**config.mk**
```make
export PLATFORM = sky130hd
export DESIGN_NAME = uart_rx_word64
export DESIGN_NICKNAME = d
export VERILOG_FILES = /design/src/rtl/uart_rx_word64.sv
export SDC_FILE = /design/constraint.sdc
export NUM_CORES = 1
export LEC_CHECK = 0
export ABC_AREA = 1
export CAP_MARGIN = 20
export CORE_UTILIZATION = 50
export CTS_CLUSTER_SIZE = 8
export DETAILED_ROUTE_END_ITERATION = 7
export GPL_ROUTABILITY_DRIVEN = 0
export GPL_TIMING_DRIVEN = 0
export PLACE_DENSITY_LB_ADDON = 0.2
export REMOVE_ABC_BUFFERS = 1
export SETUP_SLACK_MARGIN = 0.3
export SYNTH_ARGS = -nofsm -noshare
export SYNTH_HDL_FRONTEND = slang
export SYNTH_SLANG_ARGS = --single-unit
```
**constraint.sdc**
```tcl
create_clock -name clk -period 5.3 [get_ports clk]
set_input_delay 1.325 -clock clk [delete_from_list [all_inputs] [get_ports clk]]
set_output_delay 1.325 -clock clk [all_outputs]
set_load 0.03 [all_outputs]
```
**src/rtl/uart_rx_word64.sv**
```systemverilog
// 8N1 UART receiver that assembles eight consecutive bytes (first byte in [7:0])
// into a 64-bit word, with a one-cycle completion pulse and a framing-error pulse.
module uart_rx_word64 #(
    parameter int CLK_F        = 50_000_000,
    parameter int UART_BPS     = 115200,
    parameter int CLK_GOAL     = CLK_F / UART_BPS,
    parameter int TIMEOUT_BITS = 20
) (
    input  logic        clk,
    input  logic        rst_n,
    input  logic        uart_rxd,
    output logic [63:0] data_64,
    output logic        data_out_done,
    output logic        frame_err
);

    localparam int CNT_W    = $clog2(CLK_GOAL);
    localparam int TO_LIMIT = TIMEOUT_BITS * CLK_GOAL;
    localparam int TO_W     = $clog2(TO_LIMIT + 1);

    localparam logic [CNT_W-1:0] HALF_LAST = CNT_W'(CLK_GOAL / 2 - 1);
    localparam logic [CNT_W-1:0] BIT_LAST  = CNT_W'(CLK_GOAL - 1);
    localparam logic [TO_W-1:0]  TO_LAST   = TO_W'(TO_LIMIT - 1);

    typedef enum logic [2:0] {
        IDLE,
        START,
        DATA,
        STOP,
        WAIT_HIGH
    } state_t;

    state_t           state;
    logic             rx_meta;
    logic             rx_s;
    logic             rx_prev;
    logic             rx_fall;
    logic [CNT_W-1:0] baud_cnt;
    logic [2:0]       bit_cnt;
    logic [2:0]       byte_idx;
    logic [7:0]       shift_reg;
    logic [55:0]      word_buf;
    logic [TO_W-1:0]  to_cnt;

    assign rx_fall = rx_prev & ~rx_s;

    // Two-flop synchroniser plus one delayed copy for edge detection; idle line is high.
    always_ff @(posedge clk or negedge rst_n) begin
        if (!rst_n) begin
            rx_meta <= 1'b1;
            rx_s    <= 1'b1;
            rx_prev <= 1'b1;
        end else begin
            rx_meta <= uart_rxd;
            rx_s    <= rx_meta;
            rx_prev <= rx_s;
        end
    end

    always_ff @(posedge clk or negedge rst_n) begin
        if (!rst_n) begin
            state         <= IDLE;
            baud_cnt      <= '0;
            bit_cnt       <= '0;
            byte_idx      <= '0;
            shift_reg     <= '0;
            word_buf      <= '0;
            to_cnt        <= '0;
            data_64       <= '0;
            data_out_done <= 1'b0;
            frame_err     <= 1'b0;
        end else begin
            data_out_done <= 1'b0;
            frame_err     <= 1'b0;

            case (state)
                IDLE: begin
                    baud_cnt <= '0;
                    if (rx_fall) begin
                        to_cnt <= '0;
                        state  <= START;
                    end else if (byte_idx == 3'd0) begin
                        to_cnt <= '0;
                    end else if (to_cnt == TO_LAST) begin
                        // Line idle too long: abandon the partial word without an error.
                        to_cnt   <= '0;
                        byte_idx <= 3'd0;
                    end else begin
                        to_cnt <= to_cnt + 1'b1;
                    end
                end

                START: begin
                    if (baud_cnt == HALF_LAST) begin
                        baud_cnt <= '0;
                        bit_cnt  <= 3'd0;
                        state    <= rx_s ? IDLE : DATA;
                    end else begin
                        baud_cnt <= baud_cnt + 1'b1;
                    end
                end

                DATA: begin
                    if (baud_cnt == BIT_LAST) begin
                        baud_cnt           <= '0;
                        shift_reg[bit_cnt] <= rx_s;
                        bit_cnt            <= bit_cnt + 1'b1;
                        if (bit_cnt == 3'd7) begin
                            state <= STOP;
                        end
                    end else begin
                        baud_cnt <= baud_cnt + 1'b1;
                    end
                end

                STOP: begin
                    if (baud_cnt == BIT_LAST) begin
                        baud_cnt <= '0;
                        if (rx_s) begin
                            // Returning at mid stop bit leaves half a bit to catch the next start edge.
                            state <= IDLE;
                            if (byte_idx == 3'd7) begin
                                data_64       <= {shift_reg, word_buf};
                                data_out_done <= 1'b1;
                                byte_idx      <= 3'd0;
                            end else begin
                                for (int i = 0; i < 7; i++) begin
                                    if (byte_idx == 3'(i)) begin
                                        word_buf[i*8 +: 8] <= shift_reg;
                                    end
                                end
                                byte_idx <= byte_idx + 1'b1;
                            end
                        end else begin
                            frame_err <= 1'b1;
                            byte_idx  <= 3'd0;
                            state     <= WAIT_HIGH;
                        end
                    end else begin
                        baud_cnt <= baud_cnt + 1'b1;
                    end
                end

                WAIT_HIGH: begin
                    baud_cnt <= '0;
                    if (rx_s) begin
                        state <= IDLE;
                    end
                end

                default: begin
                    baud_cnt <= '0;
                    state    <= IDLE;
                end
            endcase
        end
    end

endmodule

```
Word level (Yosys, flattened, before mapping)
Cells that the tools add are included.
{"block": "word_totals", "mem_bits_ro": 0, "ramBits": 0, "latch_bits": 0, "out_inout_bits": 66, "elab_cells": 105, "inputBits": 3, "regBits": 165, "memories": 0}
{"block": "classes", "shifts": 0, "add_sub_neg": 4, "n_eq_ne": 24, "order_cmp": 2, "n_bitwise": 3, "div_mod_pow": 0, "mux": 35, "mul": 0, "reduce_logical": 18}
{"op": "$mux 3", "count": 15}
{"op": "$mux 14", "count": 3}
{"op": "$reduce_and 5->1", "count": 8}
{"op": "$eq 3x3->1 const B", "count": 6}
{"op": "$mux 9", "count": 2}
{"op": "$ne 2x2->1 const B", "count": 9}
{"op": "$pmux 9 s2", "count": 1}
{"op": "$pmux 3 s5", "count": 1}
{"op": "$add 14x1->14 const B", "count": 1}
{"op": "$eq 14x14->1 const B", "count": 1}
{"op": "$eq 3x2->1 const B", "count": 4}
{"op": "$pmux 3 s2", "count": 2}
{"op": "$add 9x1->9 const B", "count": 1}
{"op": "$eq 9x8->1 const B", "count": 1}
{"op": "$eq 9x9->1 const B", "count": 1}
{"op": "$bwmux 8", "count": 1}
{"op": "$mux 1", "count": 8}
{"op": "$add 3x1->3 const B", "count": 2}
{"op": "$eq 3x1->1 const B", "count": 2}
{"op": "$logic_not 3->1", "count": 2}
{"op": "$reduce_and 6->1", "count": 1}
{"op": "$lt 3x4->1 const B", "count": 1}
{"op": "$reduce_and 4->1", "count": 1}
{"op": "$reduce_bool 2->1", "count": 2}
{"op": "9 further kinds", "count": 10}

Depth between registers and ports, before layout
Gate-level depths: netlist of run 1.
{"block": "depth", "word_depth": 5, "ltp_mapped": 12, "ltp_nobuf": 10}

Worst setup path after synthesis of run 1
No wires, ideal clock.
{"block": "synth_path", "path_kind": "register to register", "startpoint": "register byte_idx[0]", "endpoint": "register word_buf[0]", "n_path_buf": 1, "setup_ns": 0.120, "required_ns": 5.180, "arrival_time_ns": 1.709, "slack_ns": 3.471, "stages_incl_launch_ff": 10, "period_less_slack_ns": 1.829, "path_cell_list": "dfrtp_1 ha_1 ha_1 inv_1 nand2_1 nor2_8 nand3_4 buf_6 o21ai_0 inv_1"}
{"block": "synth_via", "elab_chain_cells": 3, "word_cells_on_any_way": 4, "classes_between": "eq/ne (1); bitwise (1); reduce/logical (2)"}
{"item": "start: declaration", "line_no": "40", "source": "logic [2:0] byte_idx;"}
{"item": "start signal: assignment", "line_no": "132", "source": "byte_idx <= byte_idx + 1'b1;"}
{"item": "$eq 3x3->1", "line_no": "122", "source": "if (byte_idx == 3'd7) begin"}
{"item": "$not 1->1 (no line)"}
{"item": "$reduce_and 5->1 (no line) (*)"}
{"item": "end signal: indexed assignment", "line_no": "129", "source": "word_buf[i*8 +: 8] <= shift_reg;"}
{"item": "end: declaration", "line_no": "42", "source": "logic [55:0] word_buf;"}
Every way passes the cells marked *; elsewhere a longest branch is shown, timed or not.
A chain may end at the register's enable or synchronous reset.

Worst setup path after layout of run 1
{"block": "layout_path", "startpoint": "register data_64[57]", "endpoint": "output port data_64[57]"}
{"item": "start: declaration", "line_no": "12", "source": "output logic [63:0] data_64,"}
{"item": "start signal: assignment", "line_no": "123", "source": "data_64 <= {shift_reg, word_buf};"}
No word-level cell between the ends.

==> results.yml, run 1 <==
outcome:
  status: "finished, final reports clean"
clock_network:
  root_buffer: "clkbuf_16"
  clk_pin_slew_ns: 0.06
  clock_latency_ns: 0.42
  ctsHoldBuffers: 0
  cts_buffers: 17
  clockBufferDepth: 2
  cts_sinks: 165
  cts_resized: 0
  postCtsSetupRepairBufs: 0
  htreeDepth: 4
  tritoncts: "built"
setup_path:
  worst_setup_path_end_kind: "output port"
  crit_type: "reg2out"
  slowest_delay_ns: 0.69
  critical_path_required_ns: 3.97
  critPathLaunchType: "flop"
  crit_path_max_fanout: 2
  crit_family: "buffers and inverters"
  cp_data_arrival_time_ns: 1.50
  worstPathCellList: "clkdlybuf4s50_1"
  crit_buf_inv: 1
  crit_slowest_cell: "clkdlybuf4s50_1"
yosys:
  ys_seq_area_frac: 0.5327
  synth.area.top_cells: "dfrtp_1, inv_1, nand2_1, o21ai_1, o21ai_0"
  async_flop_share: 1.000
  synth_edf_count: 0
  synth_common_cells: "inv_1, nand2_1, dfrtp_1"
  synth-warning-count: 0
  yosys.area.top_type: "dfrtp_1"
  synthCells: 942
  synth.cell_area_sq_mm: 0.007759
  synth_cell_types: 31
  syn_area_per_cell_sq_um: 8.236
  yosysMostFrequentCell: "inv_1"
  synth_top_area_share: 0.5225
  ys_seq_elements: 165
  ys.flop_type: "dfrtp_1"
floorplan:
  die_h_microns: 126.6
  placeableCoreArea_sq_mm: 0.01515
  num_rows: 45
  die_area_sq_mm: 0.01602
  pin_count: 69
  fp.dieW_microns: 126.6
  initial_core_util: 0.5123
timing:
  final-max-slew-violation-count: 0
  fmax_ghz: 0.3536
  fin_worst_skew_ns: 0.006740
  period_share: 0.5335
  rsz0062_at_grt: "false"
  hold_ws_ns: 0.3560
  final-setup-viol-count: 0
  fin_ws_ns: 2.472
  worst_pin_slew_ns: 0.8494
  period_minus_slack_ns: 2.828
  relSlewSlack: 0.4278
  finalHoldViolCount: 0
detailed_routing:
  post-route-drc-count: 0
  final_antenna_net_count: 0
  first_pass_iters: 4
  drt-total-wl_microns: 14120
  vias: 5448
  drt_iter0_markers: 315
  routed_via_density: 4.506
  post_drt_wl_per_cell_microns: 11.68
layout:
  stdcell_area_sq_mm: 0.009120
  area_growth_pct: 17.55
  fillers: 1331
  largest_reg_flops: 64
  postLayoutCoreUtil: 0.6021
  top_register: "data_64"
  num-nets-final: 1025
  drive_gt1_frac: 0.05387
  reg.largest.list: "data_64 x64, word_buf x56, to_cnt x14"
  antenna_cells: 0
power:
  pwr_density_cell_mw_per_mm2: 304.1
  power_leakage_uw: 0.005784
  ir_drop_mv: 0.2209
  power_uw: 2773
global_route:
  grt_antenna_before_repair: 0
  grt_max_degree: 105
  grt_usage: 0.1893
  grt_pass1_wl_microns: 23810
  globalRouteOverflowTotal: 0
  grt_pass1_vias: 5099
worst_hold_path:
  hold_class: "reg2reg"
place:
  place_ws_ns: 2.918
  place.detailed.hpwl_microns: 8954
  port_buffers: 68
  place_area_sq_mm: 0.008518
run:
  maxCapViolations: 0
## path summary, 6_finish.rpt
check / startpoint / to / slack (ns) / depth (start not counted)
setup / recovery: data_64[57] / data_64[57] / 2.47 / 1
hold / removal: rx_meta / rx_s / 0.36 / 0
setup reg to reg: baud_cnt[0] / data_64[10] / 3.18 / 10
hold reg to reg: rx_meta / rx_s / 0.36 / 0
max in group asynchronous: rst_n / data_64[25] / 3.62 / 2
min in group asynchronous: rst_n / data_64[53] / 0.83 / 1
## per-layer routing
layer / share of wire / global-route usage
met4: 0.013 / 0.06308
met1: 0.49 / 0.2460
met3: 0.029 / 0.04513
met2: 0.47 / 0.3123
met5: 0 / 0
## logic make-up after synthesis
kind of cell / count (synthesis) / share of synthesized area
simple gates: 303 / 0.1724
buf+inv: 299 / 0.1632
fa+ha+maj: 13 / 0.02096
xor+xnor: 9 / 0.01016
flops: 165 / 0.5327
compound gates: 153 / 0.1006
## per-stage QoR
step | setup TNS [ns] | std cells
3_5_place_dp | 0 | 1178
5_1_grt | 0 | 1209
2_1_floorplan | 0 | 920
6_report | 0 | 1209
4_1_cts | 0 | 1209
3_3_place_gp | -637.38 | 1176
## layout make-up
cell class,count,area [sq um],area share
multi-input cells,478,2365,0.2593
clock buffers,23,478.0,0.05241
clock inverters,8,123.9,0.01358
repair buffers,70,740.7,0.08122
well taps,188,235.2,0.02579
inverters,277,1045,0.1146
flip-flops and latches,165,4133,0.4531
## cells in the final DEF (no fill, tap or decap), types with 3 or more instances in the layout
master / netlist / layout
inv_1: 274 / 274
nand2_1: 206 / 206
dfrtp_1: 162 / 162
o21ai_1: 73 / 73
o21ai_0: 68 / 68
clkdlybuf4s50_1: 0 / 67
nor2_1: 42 / 42
nand3_1: 22 / 22
clkbuf_16: 0 / 17
ha_1: 13 / 13
nor3_1: 8 / 8
nand4_1: 7 / 7
xor2_1: 7 / 7
nand2_4: 4 / 5
nor2_2: 4 / 4
o22ai_1: 4 / 4
nand3_4: 3 / 3
a31oi_1: 3 / 3
a21oi_1: 3 / 3
clkbuf_8: 0 / 3
bufinv_16: 0 / 3
clkbuf_1: 1 / 3
dfstp_2: 3 / 3
## where the power goes
group,leakage [uW],switching (uW),internal (uW)
combinational,0.00321,156,61.0
sequential,0.00229,29.6,1280
clock,0.000289,469,775
total,0.00578,655,2120
(Power assumes the default switching activity.)
==> inputs of run 2 (changes only) <==
==> constraint.sdc (replaced) <==
create_clock -name clk -period 2.8 [get_ports clk]
set_input_delay 0.7 -clock clk [delete_from_list [all_inputs] [get_ports clk]]
set_output_delay 0.7 -clock clk [all_outputs]
set_load 0.03 [all_outputs]
==> results of run 2 <==
The final DEF is identical to that of run 1. Status: finished, final reports clean.
Main changes from that run: setup slack after placement 2.918 ns -> 0.6852 ns; setup slack after layout 2.472 ns -> 0.5972 ns; hold slack 0.3560 ns -> 0.2024 ns; register-to-register setup slack 3.18 ns -> 0.68 ns; total power 2773 uW -> 5249 uW; worst IR drop on VDD 0.2209 mV -> 0.4182 mV
==> inputs of run 3 (changes only) <==
==> constraint.sdc (replaced) <==
create_clock -name clk -period 2.2 [get_ports clk]
set_input_delay 0.55 -clock clk [delete_from_list [all_inputs] [get_ports clk]]
set_output_delay 0.55 -clock clk [all_outputs]
set_load 0.03 [all_outputs]
==> results.yml, run 3 (synthesized netlist as in run 1, its figures left out) <==
setup_path:
  crit_type: "reg2reg"
  crit_buf_inv: 3
  critPathLaunchType: "flop"
  slowest_delay_ns: 0.42
  worstRegToRegCells: 9
  worst_setup_path_end_kind: "flop"
  worstPathCellList: "ha_1, ha_1, inv_2, nand2_2, nor2_8, buf_12, nand3_2, o21ai_1, inv_1"
  crit_path_max_fanout: 8
  r2r_end: "word_buf[2]"
  worstSetupEndpoint: "word_buf[2]"
  r2r_start: "byte_idx[0]"
  cp_data_arrival_time_ns: 2.17
  cp_num_cells: 9
  rrSetupSlack_ns: 0.34
  cp-startpoint: "byte_idx[0]"
  cpMostUsedCell: "ha_1"
  crit_slowest_cell: "dfrtp_1"
  crit_family: "adder cells"
  critical_path_required_ns: 2.51
timing:
  worst_pin_slew_ns: 0.5591
  fin_worst_skew_ns: 0.009102
  final-max-slew-violation-count: 0
  final-setup-viol-count: 0
  finalHoldViolCount: 0
  fmax_ghz: 0.5379
  rsz0062_at_grt: "true"
  period_share: 0.8451
  fin_ws_ns: 0.3409
  relSlewSlack: 0.6273
  tns_ns: 0
  period_minus_slack_ns: 1.859
  hold_ws_ns: 0.05040
layout:
  drive_gt1_frac: 0.08462
  fin_cells: 1228
  ff_latch_area_sq_mm: 0.004134
  num-nets-final: 1044
  antenna_cells: 0
  final_common_cell: "inv_1"
  largest_reg_flops: 64
  layout_common_cells: "inv_1, nand2_1, dfrtp_1"
  area_growth_pct: 20.29
  fillers: 1346
  multi_input_area_sq_mm: 0.002491
  reg.largest.list: "data_64 x64, word_buf x56, to_cnt x14"
  top_register: "data_64"
outcome:
  status: "finished, final reports clean"
global_route:
  grt_pass1_wl_microns: 24970
  grt_pass1_vias: 5244
  grt_antenna_before_repair: 0
  globalRouteOverflowTotal: 0
  grt_usage: 0.1990
  grt_max_degree: 105
detailed_routing:
  top_layer: "met4"
  drt-total-wl_microns: 15740
  drt_iter0_markers: 393
  route.met3.wl_microns: 480
  first_pass_iters: 5
  routed_via_density: 4.658
  vias: 5720
  final_antenna_net_count: 0
  wl_met1_microns: 7522
  post-route-drc-count: 0
  routed-wl-met2_microns: 7571
  post_drt_wl_per_cell_microns: 12.82
clock_network:
  clk_pin_slew_ns: 0.06
  clock_latency_ns: 0.42
  tritoncts: "built"
  root_buffer: "clkbuf_16"
  cts_buffers: 17
  clockBufferDepth: 2
  cts_sinks: 165
  htreeDepth: 4
power:
  pwr_density_cell_mw_per_mm2: 721.7
  power_leakage_uw: 0.006296
  ir_drop_mv: 0.5428
  power_uw: 6736
floorplan:
  fp.dieW_microns: 126.6
  die_h_microns: 126.6
  placeableCoreArea_sq_mm: 0.01515
  initial_core_util: 0.5123
  die_area_sq_mm: 0.01602
  pin_count: 69
  num_rows: 45
place:
  place_ws_ns: 0.08525
  port_buffers: 68
  place.detailed.hpwl_microns: 8954
  placed_cells: 1178
run:
  maxCapViolations: 0
worst_hold_path:
  hold_class: "in2async"
run 3: metrics by stage:
step	util	area, sq um
5_1_grt	0.6162	9333
3_3_place_gp	0.5581	8453
3_5_place_dp	0.5624	8518
4_1_cts	0.6035	9140
2_1_floorplan	-	7537
6_report	0.6162	9333
run 3: how the worst min path moves through the flow:
stage	cells after the start	start	endpoint	slack, ns
after global routing	1	rst_n	data_64[51]	0.08
final	1	rst_n	data_64[53]	0.05
after floorplan	0	rst_n	baud_cnt[0]	0.25
after global placement	0	rx_meta	rx_s	0.35
after CTS	1	rst_n	data_64[53]	0.06
after detailed placement	0	rx_meta	rx_s	0.35
run 3: layer usage:
metal	GRT usage	vias to the layer above
met1	0.2600	2627
met4	0.06166	0
met2	0.3302	96
met5	0	-
met3	0.04597	16
li1	-	2981
run 3: cell type report:
class | count | area share
clock buffers | 23 | 0.05121
flip-flops and latches | 165 | 0.4430
inverters | 277 | 0.1127
multi-input cells | 483 | 0.2669
well taps | 188 | 0.02520
clock inverters | 8 | 0.01327
repair buffers | 84 | 0.08768
run 3: repair_timing:
item / 4_1_cts / 5_1_grt
gates resized for setup: 72 / 45
pin swaps: 2 / 3
endpoints found under the setup margin: 151 / 129
setup buffers: 5 / 7
hold buffers: 0 / 0
gates cloned: 2 / 5
run 3: power breakdown:
group | total, uW | switching (uW) | internal [uW] | leakage (uW)
clock | 3000 | 1140 | 1870 | 0.000289
combinational | 575 | 398 | 177 | 0.00372
sequential | 3160 | 66.4 | 3090 | 0.00229
total | 6740 | 1600 | 5130 | 0.00630
